$ cat src/rtl/pau_pkg.sv
// Shared PAU helpers: id sizing and format parameters.
// Used by every PAU sequencer that tags results with a requester id.
package pau_pkg;

  function automatic int clog2_min1(input int n);
    return (n > 1) ? $clog2(n) : 1;
  endfunction

  function automatic int posit_es(input int w);
    case (w)
      16:      return 1;
      64:      return 3;
      default: return 2;
    endcase
  endfunction

  function automatic int fp_ew(input int w);
    case (w)
      16:      return 5;
      64:      return 11;
      default: return 8;
    endcase
  endfunction

endpackage

$ cat src/rtl/positToFp.sv
// Combinational posit to IEEE conversion, truncating.
// Maxpos has no regime terminator and saturates to infinity.
module positToFp
  import pau_pkg::*;
#(
  parameter int FPWID = 32
) (
  input  logic [FPWID-1:0] a,
  output logic [FPWID-1:0] o
);

  localparam int ES   = posit_es(FPWID);
  localparam int EW   = fp_ew(FPWID);
  localparam int MW   = FPWID - 1 - EW;
  localparam int BW   = FPWID - 1;
  localparam int RW   = $clog2(FPWID) + 1;
  localparam int SW   = EW + 3;
  localparam int BIAS = 2 ** (EW - 1) - 1;
  localparam logic [SW-1:0] EXP_MAX = SW'(2 ** EW - 1);

  logic          sgn;
  logic          rbit;
  logic          stop;
  logic [BW-1:0] body;
  logic [RW-1:0] run;
  logic [ES-1:0] ex;
  logic [MW-1:0] frac;
  logic [SW-1:0] runx;
  logic [SW-1:0] k;
  logic [SW-1:0] bexp;
  logic          max_reg;

  // decode regime/exponent/fraction and pack the IEEE word
  always_comb begin
    sgn  = a[FPWID-1];
    body = BW'(sgn ? -a : a);
    rbit = body[BW-1];
    run  = '0;
    stop = 1'b0;
    for (int j = BW - 1; j >= 0; j--) begin
      if (!stop) begin
        if (body[j] == rbit) run = run + RW'(1);
        else stop = 1'b1;
      end
    end
    {ex, frac} = (ES + MW)'(((body << run) << 1) >> (BW - ES - MW));
    runx    = SW'(run);
    k       = rbit ? runx - SW'(1) : -runx;
    bexp    = (k << ES) + SW'(ex) + SW'(BIAS);
    max_reg = rbit && (run == RW'(BW));
    if (a == '0) begin
      o = '0;
    end else if (a == {1'b1, {BW{1'b0}}}) begin
      o = {1'b1, {EW{1'b1}}, {MW{1'b0}}};
    end else if (max_reg || (!bexp[SW-1] && bexp >= EXP_MAX)) begin
      o = {sgn, {EW{1'b1}}, {MW{1'b0}}};
    end else if (bexp[SW-1] || bexp == '0) begin
      o = {sgn, {(FPWID-1){1'b0}}};
    end else begin
      o = {sgn, bexp[EW-1:0], frac};
    end
  end

endmodule

$ cat src/rtl/rr_arbiter.sv
// Round-robin arbiter, one grant per cycle.
// Pointer moves past the winner; unchanged without a grant.
module rr_arbiter
  import pau_pkg::*;
#(
  parameter  int N  = 4,
  localparam int IW = clog2_min1(N)
) (
  input  logic          clk_i,
  input  logic          rst_i,
  input  logic          en_i,
  input  logic [N-1:0]  req_i,
  output logic [N-1:0]  gnt_o,
  output logic [IW-1:0] idx_o
);

  logic [IW-1:0] ptr_q;
  logic [IW-1:0] ptr_d;
  logic [IW:0]   sum;
  logic [IW-1:0] pos;
  logic          hit;

  // search upward from the pointer with wrap
  always_comb begin
    gnt_o = '0;
    idx_o = '0;
    hit   = 1'b0;
    sum   = '0;
    pos   = '0;
    for (int off = 0; off < N; off++) begin
      sum = {1'b0, ptr_q} + (IW + 1)'(off);
      if (sum >= (IW + 1)'(N)) sum = sum - (IW + 1)'(N);
      pos = IW'(sum);
      if (en_i && !hit && req_i[pos]) begin
        hit        = 1'b1;
        gnt_o[pos] = 1'b1;
        idx_o      = pos;
      end
    end
    ptr_d = ptr_q;
    if (hit) ptr_d = (idx_o == IW'(N - 1)) ? '0 : idx_o + IW'(1);
  end

  // pointer register
  always_ff @(posedge clk_i) begin
    if (rst_i) ptr_q <= '0;
    else       ptr_q <= ptr_d;
  end

endmodule

$ cat src/rtl/posit_cvt_arbiter.sv
// One shared positToFp behind a round-robin arbiter.
// Results return LAT cycles after ack, tagged with requester id.
module posit_cvt_arbiter
  import pau_pkg::*;
#(
  parameter  int FPWID = 32,
  parameter  int NREQ  = 4,
  parameter  int LAT   = 2,
  localparam int IDW   = clog2_min1(NREQ)
) (
  input  logic                  clk_i,
  input  logic                  rst_i,
  input  logic                  flush_i,
  input  logic [NREQ-1:0]       req_i,
  input  logic [NREQ*FPWID-1:0] a_i,
  output logic [NREQ-1:0]       ack_o,
  output logic [NREQ-1:0]       busy_o,
  output logic                  vld_o,
  output logic [IDW-1:0]        id_o,
  output logic [FPWID-1:0]      o
);

  typedef struct packed {
    logic             vld;
    logic [IDW-1:0]   id;
    logic [FPWID-1:0] data;
  } stage_t;

  logic [NREQ-1:0]  busy_q;
  logic [NREQ-1:0]  busy_d;
  logic [NREQ-1:0]  gnt;
  logic [IDW-1:0]   gidx;
  logic [FPWID-1:0] opnd;
  logic [FPWID-1:0] cvt;
  logic             take;
  stage_t           stg_q [LAT];
  stage_t           stg_d [LAT];

  rr_arbiter #(.N(NREQ)) u_arb (
    .clk_i (clk_i),
    .rst_i (rst_i),
    .en_i  (~flush_i & ~rst_i),
    .req_i (req_i & ~busy_q),
    .gnt_o (gnt),
    .idx_o (gidx)
  );

  // select the granted operand
  always_comb begin
    opnd = '0;
    for (int k = 0; k < NREQ; k++) begin
      if (gnt[k]) opnd = a_i[k*FPWID +: FPWID];
    end
  end

  positToFp #(.FPWID(FPWID)) u_cvt (
    .a (opnd),
    .o (cvt)
  );

  // shift stages; data loads only behind a valid so outputs hold
  always_comb begin
    take         = |gnt;
    stg_d        = stg_q;
    stg_d[0].vld = take;
    if (take) begin
      stg_d[0].id   = gidx;
      stg_d[0].data = cvt;
    end
    for (int s = 1; s < LAT; s++) begin
      stg_d[s].vld = stg_q[s-1].vld;
      if (stg_q[s-1].vld) begin
        stg_d[s].id   = stg_q[s-1].id;
        stg_d[s].data = stg_q[s-1].data;
      end
    end
    if (flush_i) begin
      for (int s = 0; s < LAT; s++) stg_d[s].vld = 1'b0;
    end
  end

  // busy: set on grant, clear as the result leaves
  always_comb begin
    busy_d = busy_q;
    if (stg_q[LAT-1].vld) busy_d[stg_q[LAT-1].id] = 1'b0;
    busy_d = busy_d | gnt;
    if (flush_i) busy_d = '0;
  end

  // state registers; only valids and the output stage reset
  always_ff @(posedge clk_i) begin
    if (rst_i) begin
      for (int s = 0; s < LAT; s++) stg_q[s].vld <= 1'b0;
      stg_q[LAT-1].id   <= '0;
      stg_q[LAT-1].data <= '0;
      busy_q            <= '0;
    end else begin
      stg_q  <= stg_d;
      busy_q <= busy_d;
    end
  end

  assign ack_o  = gnt;
  assign busy_o = busy_q;
  assign vld_o  = stg_q[LAT-1].vld;
  assign id_o   = stg_q[LAT-1].id;
  assign o      = stg_q[LAT-1].data;

endmodule
$ cat config.mk
export PLATFORM = sky130hd
export DESIGN_NAME = posit_cvt_arbiter
export DESIGN_NICKNAME = d
export VERILOG_FILES = /design/src/rtl/pau_pkg.sv /design/src/rtl/positToFp.sv /design/src/rtl/rr_arbiter.sv /design/src/rtl/posit_cvt_arbiter.sv
export SDC_FILE = /design/constraint.sdc
export NUM_CORES = 1
export LEC_CHECK = 0
export ABC_AREA = 1
export CAP_MARGIN = 20
export CORE_ASPECT_RATIO = 0.7
export CORE_MARGIN = 10
export CORE_UTILIZATION = 50
export DETAILED_ROUTE_END_ITERATION = 8
export HOLD_SLACK_MARGIN = 0.12
export PLACE_DENSITY = 0.75
export SKIP_CTS_REPAIR_TIMING = 1
export SLEW_MARGIN = 0
export SYNTH_ARGS = -nofsm -noshare
export SYNTH_HDL_FRONTEND = slang
export SYNTH_SLANG_ARGS = --single-unit
export TNS_END_PERCENT = 5
$ cat constraint.sdc
create_clock -name clk_i -period 42.4 [get_ports clk_i]
set_clock_uncertainty 0.2 [all_clocks]
set_input_delay 10.6 -clock clk_i [delete_from_list [all_inputs] [get_ports clk_i]]
set_output_delay 10.6 -clock clk_i [all_outputs]
set_load 0.01 [all_outputs]
* Word level (Yosys, flattened, before mapping)
Index checks and enable logic that the tools add are counted.
** Storage, ports and cells
- RAM bits :: 0
- Bits in latches :: 0
- Memories kept :: 0
- Word-level logic and storage cells :: 298
- Memory bits (read-only) :: 0
- Register bits after elaboration :: 76
** Operators by class
- $add $sub $neg :: 42
- Equal/unequal tests :: 33
- Bitwise operators :: 11
- Magnitude comparators :: 15
- Mux-type cells :: 161
- Shift-type cells :: 1
- Reductions and logical operators :: 26
- Divide/modulo/power cells :: 0
- Multiply operators :: 0
** Operators by type and width (number)
- $mux W6 :: 58
- $add A6 B1 Y6 const B :: 29
- $mux W32 :: 5
- $mux W31 :: 3
- $mux W1 :: 70
- $eq A32 B32 Y1 const B :: 1
- $logic_not A32 Y1 :: 1
- $neg A31 Y31 :: 1
- $shl A31 B6 Y30 :: 1
- $eq A1 B1 Y1 :: 30
- $mux W2 :: 10
- $mux W4 :: 5
- $or A4 B4 Y4 :: 4
- $lt A2 B3 Y1 const B :: 5
- $logic_and A1 B1 Y1 :: 14
- $add A11 B2 Y11 :: 1
- $add A11 B7 Y11 const B :: 1
- $ge A11 B8 Y1 const B :: 1
- $logic_not A11 Y1 :: 1
- $demux W1 S2 :: 5
- $ge A2 B1 Y1 const B :: 5
- $ge A3 B3 Y1 const B :: 3
- $mux W9 :: 1
- $neg A6 Y9 :: 1
- 18 further kinds :: 33

* Longest topological paths before layout
Gate-level depths: netlist (run 1).
- Depth after elaboration :: 122
- Mapped depth :: 152
- Depth with buffers taken out :: 150

* Cells and area by module
From an unflattened synthesis (run 1), not the netlist that was laid out.
** Unflattened totals
- Cells, all modules :: 2130
- Area total of the unflattened synthesis :: 12039.0 um2
** By module, submodules not included
- positToFp :: times used 1, cells each 1502, area an instance 7524.7 um2
- posit_cvt_arbiter :: times used 1, cells each 533, area an instance 3915.0 um2
- rr_arbiter :: times used 1, cells each 95, area an instance 599.3 um2

* Worst setup path before layout (run 1)
No wires, ideal clock.
- Path kind :: input -> register
- Start :: in flush_i
- End :: reg stg_q[55] in the netlist's numbering (data pin)
- Required time :: 41.939 ns
- Data arrival time :: 28.630 ns
- Cell stages on the path :: 140
- Setup slack :: 13.309 ns
- Buffers on the path :: 6
- Setup time :: 0.261 ns
- Cells stage by stage :: nor2_2 nand2_1 nor2_2 nand3_2 nor2_1 nor2_2 nand2_2 inv_2 clkbuf_1 o21a_1 a21boi_4 ha_1 nand3_1 nor2_2 nand3_1 nor2_4 nand2_1 nand2_1 (+104 left out) or2_2 o21ai_0 inv_1 nand2_1 nor2_1 nor2_1 a21oi_1 nor2_1 nand2_1 nor2_1 nand2_1 nor2_1 nand2_1 nand2_1 nand2_1 nand2_2 buf_4 nor3_2
** Between the ends
- Word-level cells in the longest chain between the ends :: 119
- Elaborated cells between the ends (all ways) :: 220
** Ends and longest elaborated chain
- from (decl) :: RTL line posit_cvt_arbiter.sv:13 : input logic flush_i,
- $not A1 Y1 * :: RTL line posit_cvt_arbiter.sv:42 : .en_i (~flush_i & ~rst_i),
- $and A1 B1 Y1 * :: RTL line posit_cvt_arbiter.sv:42
- $logic_and A1 B1 Y1 :: RTL line rr_arbiter.sv:34 : if (en_i && !hit && req_i[pos]) begin
- $mux W1 :: RTL line rr_arbiter.sv:34
- $logic_not A1 Y1 :: RTL line rr_arbiter.sv:34
- $logic_and A1 B1 Y1 (2 in series) :: RTL line rr_arbiter.sv:34
- $mux W1 :: RTL line rr_arbiter.sv:34
- $logic_not A1 Y1 :: RTL line rr_arbiter.sv:34
- (+102 left out)
- $neg A6 Y9 or $sub A6 B1 Y7 (tied branches) :: RTL line positToFp.sv:48 : k = rbit ? runx - SW'(1) : -runx;
- $mux W9 :: RTL line positToFp.sv:48
- $add A11 B2 Y11 :: RTL line positToFp.sv:49 : bexp = (k << ES) + SW'(ex) + SW'(BIAS);
- $add A11 B7 Y11 :: RTL line positToFp.sv:49
- $ge A11 B8 Y1 or $logic_not A1 Y1 (tied branches) :: RTL line positToFp.sv:55 : end else if (max_reg || (!bexp[SW-1] && bexp >= EXP_MAX)) begin
- $logic_and A1 B1 Y1 :: RTL line positToFp.sv:55
- $logic_or A1 B1 Y1 :: RTL line positToFp.sv:55
- $reduce_or A4 Y1 (no source line)
- to (signal assigned) :: RTL line posit_cvt_arbiter.sv:98 : stg_q <= stg_d;
- to (decl) :: RTL line posit_cvt_arbiter.sv:36 : stage_t stg_q [LAT];
Mark *: on every way between the ends. The rest lies on a longest branch, timed or not.
A chain may end at the register's enable or synchronous reset.

* Final worst setup path (run 1)
- Start :: in rst_i
- End :: reg stg_q[65] in the netlist's numbering (data pin)
** Between the ends
- Word-level cells in the longest chain between the ends :: 120
- Elaborated cells between the ends (all ways) :: 222
** Ends and longest elaborated chain
- from (decl) :: RTL line posit_cvt_arbiter.sv:12 : input logic rst_i,
- $not A1 Y1 (no source line) *
- $and A1 B1 Y1 * :: RTL line posit_cvt_arbiter.sv:42
- $logic_and A1 B1 Y1 :: RTL line rr_arbiter.sv:34
- $mux W1 :: RTL line rr_arbiter.sv:34
- $logic_not A1 Y1 :: RTL line rr_arbiter.sv:34
- $logic_and A1 B1 Y1 (2 in series) :: RTL line rr_arbiter.sv:34
- $mux W1 :: RTL line rr_arbiter.sv:34
- $logic_not A1 Y1 :: RTL line rr_arbiter.sv:34
- (+103 left out)
- $mux W9 :: RTL line positToFp.sv:48
- $add A11 B2 Y11 :: RTL line positToFp.sv:49
- $add A11 B7 Y11 :: RTL line positToFp.sv:49
- $ge A11 B8 Y1, or another cell as far along :: RTL line positToFp.sv:55
- $logic_and A1 B1 Y1 or $logic_or A1 B1 Y1 (tied branches) :: RTL line positToFp.sv:55, positToFp.sv:57
- $logic_or A1 B1 Y1 or $mux W31 (tied branches) :: RTL line positToFp.sv:55, positToFp.sv:57
- $mux W31 :: RTL line positToFp.sv:55
- $mux W32 :: RTL line positToFp.sv:53 : end else if (a == {1'b1, {BW{1'b0}}}) begin
Marks and branches as above.

==> results of run 1 <==
## logic make-up (layout without fill, tap and decap cells)
| logic type | Yosys count | in the layout | share of synthesized area [%] |
|---|---|---|---|
| XOR/XNOR | 60 | 60 | 5.23 |
| multiplexers | 10 | 10 | 0.888 |
| buffers and inverters | 342 | 441 | 13.7 |
| flip-flops | 76 | 76 | 16.5 |
| AND/OR/NAND/NOR | 1161 | 1161 | 47.2 |
| AO/OA/AOI/OAI | 235 | 235 | 12.2 |
| adder cells (fa/ha/maj) | 38 | 38 | 4.22 |
## per-stage QoR
stage               hold slack, ps  utilization [%]  instances  setup WS, ps
floorplan                      247                -       1922         13310
global route                   286             59.9       2303          5720
detailed placement             265             58.5       2286          8140
CTS                            275             59.9       2302          8390
finish                         269             59.9       2303          8300
global placement               251             58.5       2286          8970
## cell usage after synthesis (18+ instances only)
| master | instances |
|---|---|
| nand2_2 | 28 |
| xor2_1 | 42 |
| buf_2 | 24 |
| nor2_1 | 261 |
| o21ai_0 | 104 |
| edfxtp_1 | 34 |
| inv_1 | 204 |
| a21oi_2 | 18 |
| nand2_1 | 534 |
| ha_1 | 38 |
| nand3_2 | 23 |
| nand4_1 | 18 |
| buf_4 | 40 |
| nor3_2 | 22 |
| a21oi_1 | 58 |
| dfxtp_1 | 42 |
| clkbuf_1 | 23 |
| nand3_1 | 203 |
| inv_2 | 28 |
## state kept, by name, indices dropped and copies added (netlist names)
register,cells
stg_q,35
o,32
busy_o,4
id_o,2
u_arb.ptr_q,2
vld_o,1
## critical path: cells and delay by family
family	cells	cell delay, ps
fa+ha+maj	28	7310
simple gates	83	10920
buf+inv	24	3190
compound gates	9	1870
## path summary, 6_finish.rpt
check             cells after the start  slack [ps]   endpoint           start
setup / recovery                    144        8300  stg_q[65]           rst_i
hold / removal                        2         270      o[22]       stg_q[57]
setup reg to reg                    145       18160  stg_q[65]  u_arb.ptr_q[0]
hold reg to reg                       2         270      o[22]       stg_q[57]
## routing by layer
metal	up-vias	routed length, um	global-route usage, %
li1	6331	-	-
met1	5452	15800	31.3
met2	403	15100	36.3
met3	43	2730	4.52
met4	0	625	4.91
met5	-	0	0
## final cells by class
type	count	area [um^2]
tap	282	353
inverter	240	901
clock buffer	12	279
fill	2147	8770
sequential	76	1860
timing repair buffer	185	1840
clock inverter	4	28.8
multi-input combinational	1504	7870
==> results.md, run 1 <==
* Hold Path Class: reg2reg
* Pre-antenna DRT Iters at 5
* Worst-Skew Late Latency at 330 ps
* Worst EP arrival at 33980 ps
* Max Fclk at 29.3 MHz
* Slew margin rel. at 27.4%
* Setup_tns at 0 ps
* Min Tclk post-route at 34100 ps
* Antenna-violating nets left at 0
* RSZ-0062 raised after global routing: no
* Clock tree from TritonCTS: built
* Top post-synthesis cells by area: nand2_1 18%, edfxtp_1 9.1%, nand3_1 9.0%
* Vias in the first global route at 11.2k
* DRC viols at 0
* Total Wirelength at 34200 um
* Async SR Flop Fraction at 0%
* Most frequent cells in the layout: 534 x nand2_1, 261 x nor2_1, 204 x inv_1
* Final Max Tran Viols at 0
* First-pass GRT wire length at 55900 um
* Synth unique cells at 59
* Flops & latches, synth at 76
* Syn avg cell area at 5.86 um^2
* Crit path capture type: flop
* Max_cap viols at 0
* Sequential-to-total area share from yosys stat at 16.5%
* Cell area after layout at 0.0131 mm^2
* Least-Margin Pin Slew at 1090 ps
* Dominant cell type by area after synthesis: nand2_1
* Top cell by count, worst path: nand2_1
* Synth Net Count at 2095
* IO buf count at 177
* Yosys top cell area share at 17.8%
* Die area at 0.0290 mm^2
* Clock transition at path regs at 60 ps
* Largest net degree at the start of global routing at 47
* Commonest non-fill, non-tap cell in the layout: nand2_1
* Vias per Instance at 5.31
* DR iter-0 viols at 1077
* Mapped Area at 0.0113 mm^2
* Htree depth at 3
* Main synth FF type: dfxtp_1
* Initial antenna violation count at 0
* RePlAce Congestion at 0.994
* Critical path type: in2reg
* Critical path's largest stage delay at 790 ps
* Core area at 0.0219 mm^2
* Post-synth EDFFs at 34
* Total number of vias at 12.2k
* Die height at 146 um
* HPWL Detailed at 28100 um
* Clock buffer depth at 2
* Max FO, Critical Path at 39
* Layout Nets at 2189
* WL per Instance at 14.9 um
* Root Buffer: clkbuf_16
* Final setup fails at 0
* I/O pin cnt at 178
* CP max-delay cell: nand2_1
* Final Cycle Share at 80.4%
* YS warnings at 0
* All-Layer GR Usage at 22.9%
* Total CTS buffers at 9
* Final hold vios at 0
* Critical Path Source Type: input port
* Status: completed
* Post-synthesis to final-layout area growth at 16.5%
* CTS sink cnt at 76
* Die width at 199 um
* GRT Residual Overflow at 0
* Share of post-route cells with drive strength above 1 at 9.75%
* Initial Utilization at 51.5%
* CP required at 42280 ps
* Syn Inst Count at 1922
* # diodes at 0
* Rows at 45
* DP Area at 0.0128 mm^2
Power of run 1 is not shown: default switching activity piles up to over one toggle a cycle in this logic, so the estimate is an artifact.
==> inputs of run 2 (changes only) <==
--- a/config.mk
+++ b/config.mk
@@ -12,7 +12,7 @@
 export CORE_UTILIZATION = 50
 export DETAILED_ROUTE_END_ITERATION = 8
 export HOLD_SLACK_MARGIN = 0.12
-export PLACE_DENSITY = 0.75
+export PLACE_DENSITY = 0.78
 export SKIP_CTS_REPAIR_TIMING = 1
 export SLEW_MARGIN = 0
 export SYNTH_ARGS = -nofsm -noshare
==> constraint.sdc (replaced) <==
create_clock -name clk_i -period 27.4 [get_ports clk_i]
set_clock_uncertainty 0.2 [all_clocks]
set_input_delay 6.85 -clock clk_i [delete_from_list [all_inputs] [get_ports clk_i]]
set_output_delay 6.85 -clock clk_i [all_outputs]
set_load 0.01 [all_outputs]
==> run 2 against run 1 <==
Sequential share of layout area is 1.3 points lower. Largest cell class unchanged. Die area stayed put. Flip-flop and latch count stayed put. Highest routed layer unchanged.
==> results.md, run 2 (synthesis results as in run 1) <==
* Critical path's largest stage delay at 300 ps (-490 ps)
* CP max-delay cell: or2_2
* First-pass GRT wire length at 56200 um (+0.49%)
* Max_cap viols at 0 (unchanged)
* Vias per Instance at 5.45 (+2.7%)
* Die height at 146 um (unchanged)
* Worst-Skew Late Latency at 330 ps (about the same)
* Min Tclk post-route at 26240 ps
* Max reg flops at 35 (unchanged)
* WL per Instance at 15.9 um (+6.9%)
* Pre-antenna DRT Iters at 6 (+1)
* Final hold vios at 0 (unchanged)
* Most frequent cells in the layout: 507 x nand2_1, 247 x nor2_1, 199 x inv_1
* Final Max Tran Viols at 0 (unchanged)
* Largest net degree at the start of global routing at 47 (unchanged)
* DRC viols at 0 (unchanged)
* CTS sink cnt at 76 (unchanged)
* Initial antenna violation count at 0 (unchanged)
* CP required at 27260 ps (-15020 ps)
* I/O pin cnt at 178 (unchanged)
* DR iter-0 viols at 1251 (+16%)
* Setup_tns at 0 ps (unchanged)
* Least-Margin Pin Slew at 1170 ps (+81.8 ps)
* Critical path type: in2reg
* RePlAce Congestion at 1.02 (+2.4%)
* Total number of vias at 12.9k (+5.7%)
* Hold Path Class: reg2reg
* Clock buffer depth at 2 (unchanged)
* Total CTS buffers at 9 (unchanged)
* Status: completed
* Antenna-violating nets left at 0 (unchanged)
* All-Layer GR Usage at 23.0% (+0.060 points)
* Max Fclk at 38.1 MHz
* Initial Utilization at 51.5% (unchanged)
* Top reg by flops: stg_q
* Worst EP arrival at 26100 ps (-7880 ps)
* Share of post-route cells with drive strength above 1 at 17.2% (+7.4 points)
* Slew margin rel. at 21.4% (-6.0 points)
* Rows at 45 (unchanged)
* Clock transition at path regs at 60 ps (about the same)
* Worst Hold Depth at 2 (unchanged)
* Final setup fails at 0 (unchanged)
* Post-synthesis to final-layout area growth at 27.9%
* IO buf count at 177 (unchanged)
* Total Wirelength at 37700 um (+10%)
* Worst R2R Path Depth at 142 (-2.1%)
* HPWL Detailed at 28500 um (+1.6%)
* Critical Path Source Type: input port
* Die area at 0.0290 mm^2 (unchanged)
* Layout Nets at 2257 (+3.1%)
* GRT Residual Overflow at 0 (unchanged)
* Crit path capture type: flop
* Clock tree from TritonCTS: built
* # diodes at 0 (unchanged)
* Vias in the first global route at 11.1k (-0.21%)
* Final core utilization at 65.8% (+5.9 points)
* Die width at 199 um (unchanged)
* Final Cycle Share at 95.8%
* Top cell by count, worst path: nand2_1
* Commonest non-fill, non-tap cell in the layout: nand2_1
* Hold slack at 289 ps (+20.4 ps)
* Core area at 0.0219 mm^2 (unchanged)
* Max FO, Critical Path at 28 (-28%)
* Htree depth at 3 (unchanged)
* Root Buffer: clkbuf_16
==> run 2: changes by cell type in the layout (fill, tap and decap cells not counted), sizes merged, moves of 6 or more <==
cell	before	now
dlymetal6s2s	0	6
clkdlybuf4s50	177	171
buf	8	62
clkbuf	12	19
==> run 2: worst max-delay path: cells and delay by family <==
family / cells / cell delay (ps)
buffers and inverters: 26 / 2140
and+or+nand+nor: 80 / 8920
adders and majority gates: 27 / 7140
AOI/OAI and AO/OA: 7 / 1000
==> run 2: routing by layer <==
layer | global-route usage [%] | part of all wire [%] | wire, um
met5 | 0 | 0 | 0
met2 | 36.6 | 46 | 17300
met4 | 4.49 | 1.9 | 725
met1 | 31.4 | 44 | 16400
met3 | 4.36 | 8.6 | 3250
==> run 2: final timing paths <==
kind | start | end | slack, ps
worst max-delay path | rst_i | stg_q[47] | 1160
worst min-delay path | stg_q[56] | o[21] | 290
worst max register to register | u_arb.ptr_q[0] | stg_q[47] | 6730
worst min register to register | stg_q[56] | o[21] | 290
==> run 2: through the flow <==
step	instance area, um^2	instances	setup WS, ps
3_3_place_gp	13000	2302	379
4_1_cts	13300	2318	-87.2
2_1_floorplan	11300	1922	2060
5_1_grt	14400	2371	-246
3_5_place_dp	13000	2302	-361
6_report	14400	2371	1160
==> run 2: area by class of cell <==
| cell class | instances | area (um^2) |
|---|---|---|
| multi-input cells | 1508 | 8430 |
| clock inverters | 5 | 32.5 |
| fillers | 1980 | 7480 |
| clock buffers | 11 | 243 |
| repair inverters | 2 | 15.0 |
| flip-flops and latches | 76 | 1860 |
| well taps | 282 | 353 |
| inverters | 240 | 917 |
| repair buffers | 247 | 2570 |
Power of run 2 is left out for the same reason.
==> inputs of run 3 (changes only) <==
--- a/config.mk
+++ b/config.mk
@@ -14,7 +14,7 @@
 export HOLD_SLACK_MARGIN = 0.12
 export PLACE_DENSITY = 0.78
 export SKIP_CTS_REPAIR_TIMING = 1
-export SLEW_MARGIN = 0
+export SLEW_MARGIN = 30
 export SYNTH_ARGS = -nofsm -noshare
 export SYNTH_HDL_FRONTEND = slang
 export SYNTH_SLANG_ARGS = --single-unit
==> run 3 against run 2 <==
Register-to-register slack gained 130 ps. Non-clock buffer count grew 9. Via count grew 0.58%. Fmax grew 0.38%. Clock-buffer cell count is the same. Sequential share of layout area shrank 0.14 points. Critical path depth shrank 2. Flip-flop and latch count is the same. Hold slack gained 0.65 ps. Final area grew 1.2%. Critical path type unchanged. Largest cell class unchanged.
==> results.md, run 3 (synthesis results as in run 1) <==
* Total number of vias at 13.0k (+0.58%)
* Clock transition at path regs at 60 ps (about the same)
* DR iter-0 viols at 1210 (-3.3%)
* Post-synthesis to final-layout area growth at 29.5%
* Final core utilization at 66.6% (+0.78 points)
* Status: completed
* I/O pin cnt at 178 (unchanged)
* Max_cap viols at 0 (unchanged)
* Slew margin rel. at 41.6% (+20 points)
* Worst EP arrival at 26010 ps (-90 ps)
* IO buf count at 177 (unchanged)
* Top cell by count, worst path: nand2_1
* Max FO, Critical Path at 9 (-68%)
* Vias per Instance at 5.46 (+0.12%)
* Total CTS buffers at 9 (unchanged)
* HPWL Detailed at 28500 um (unchanged)
* Vias in the first global route at 11.1k (unchanged)
* Clock tree from TritonCTS: built
* Post-route setup slack at 1260 ps (+98.7 ps)
* Clock buffer depth at 2 (unchanged)
* Core area at 0.0219 mm^2 (unchanged)
* Htree depth at 3 (unchanged)
* Final hold vios at 0 (unchanged)
* Initial antenna violation count at 0 (unchanged)
* Initial Utilization at 51.5% (unchanged)
* Rows at 45 (unchanged)
* Worst Path Buf+Inv at 26 (unchanged)
* Hold slack at 290 ps (+0.648 ps)
* GRT Residual Overflow at 0 (unchanged)
* Filler Cell Count at 1964 (-0.81%)
* Min Tclk post-route at 26140 ps (-98.7 ps)
* Max reg flops at 35 (unchanged)
* Total Wirelength at 38100 um (+1.1%)
* DRC viols at 0 (unchanged)
* RePlAce Congestion at 1.02 (unchanged)
* Final Cycle Share at 95.4% (-0.36 points)
* Largest net degree at the start of global routing at 47 (unchanged)
* Die area at 0.0290 mm^2 (unchanged)
* Max Fclk at 38.3 MHz (+0.38%)
* Most frequent cells in the layout: 506 x nand2_1, 245 x nor2_1, 199 x inv_1
* Layout Nets at 2268 (+0.49%)
* CP required at 27270 ps (about the same)
* First-pass GRT wire length at 56200 um (unchanged)
* Die width at 199 um (unchanged)
* Pre-CTS WS at -361 ps (unchanged)
* Top delay family on crit path: simple AND/OR/NAND/NOR gates
* Die height at 146 um (unchanged)
* CTS sink cnt at 76 (unchanged)
* Final Max Tran Viols at 0 (unchanged)
* Final setup fails at 0 (unchanged)
* Share of post-route cells with drive strength above 1 at 18.0% (+0.77 points)
* Crit path capture type: flop
* All-Layer GR Usage at 23.0% (unchanged)
* Root Buffer: clkbuf_16
* # diodes at 0 (unchanged)
* CP max-delay cell: or2_2
* Top reg by flops: stg_q
* Critical Path Source Type: input port
* Least-Margin Pin Slew at 875 ps (-293 ps)
* Commonest non-fill, non-tap cell in the layout: nand2_1
* Antenna-violating nets left at 0 (unchanged)
* Critical path type: in2reg
* Hold Path Class: reg2reg
* Pre-antenna DRT Iters at 5 (-1)
* WL per Instance at 16.0 um (+0.68%)
* Critical path's largest stage delay at 300 ps (about the same)
* Worst-Skew Late Latency at 330 ps (about the same)
run 3: cell count changes in the layout (fill, tap and decap cells not counted), moves of 2 or more:
cell,delta
buf_4,+8
nor2_1,-2
inv_6,+2
a21oi_4,+2
nor2_4,+3
clkbuf_16,+2
run 3: final cells by class:
type                    instances  area [um^2]  area share [%]
repair buffers                256         2650            18.2
well taps                     282          353            2.42
flip-flops and latches         76         1860            12.8
repair inverters                4         32.5           0.223
inverters                     240          922            6.32
clock inverters                 5         32.5           0.223
multi-input cells            1508         8490            58.2
clock buffers                  11          243            1.66
run 3: through the flow:
step           setup TNS [ps]  cell area (um^2)  std cells
6_report                    0             14600       2382
5_1_grt                 -4240             14600       2382
4_1_cts                 -1370             13300       2318
3_5_place_dp            -8790             13000       2302
3_3_place_gp                0             13000       2302
2_1_floorplan               0             11300       1922
run 3: final timing paths:
path,cells after the start,end,start,slack [ps]
max,138,stg_q[47],rst_i,1260
min reg2reg,2,o[21],stg_q[56],290
max reg2reg,139,stg_q[47],u_arb.ptr_q[0],6860
min,2,o[21],stg_q[56],290
run 3: worst reg2reg max path, delay by kind of cell, from the launching register on:
family	cells	cell delay [ps]
flops	1	600
compound gates	8	1310
simple gates	76	8360
xor+xnor	1	240
buf+inv	26	2070
fa+ha+maj	28	7520
run 3: metal layers:
metal / track usage, % / routed length (um)
met5: 0 / 0
met2: 36.6 / 17400
met1: 31.4 / 16600
met4: 4.49 / 737
met3: 4.36 / 3360
Power of run 3 is left out for the same reason.
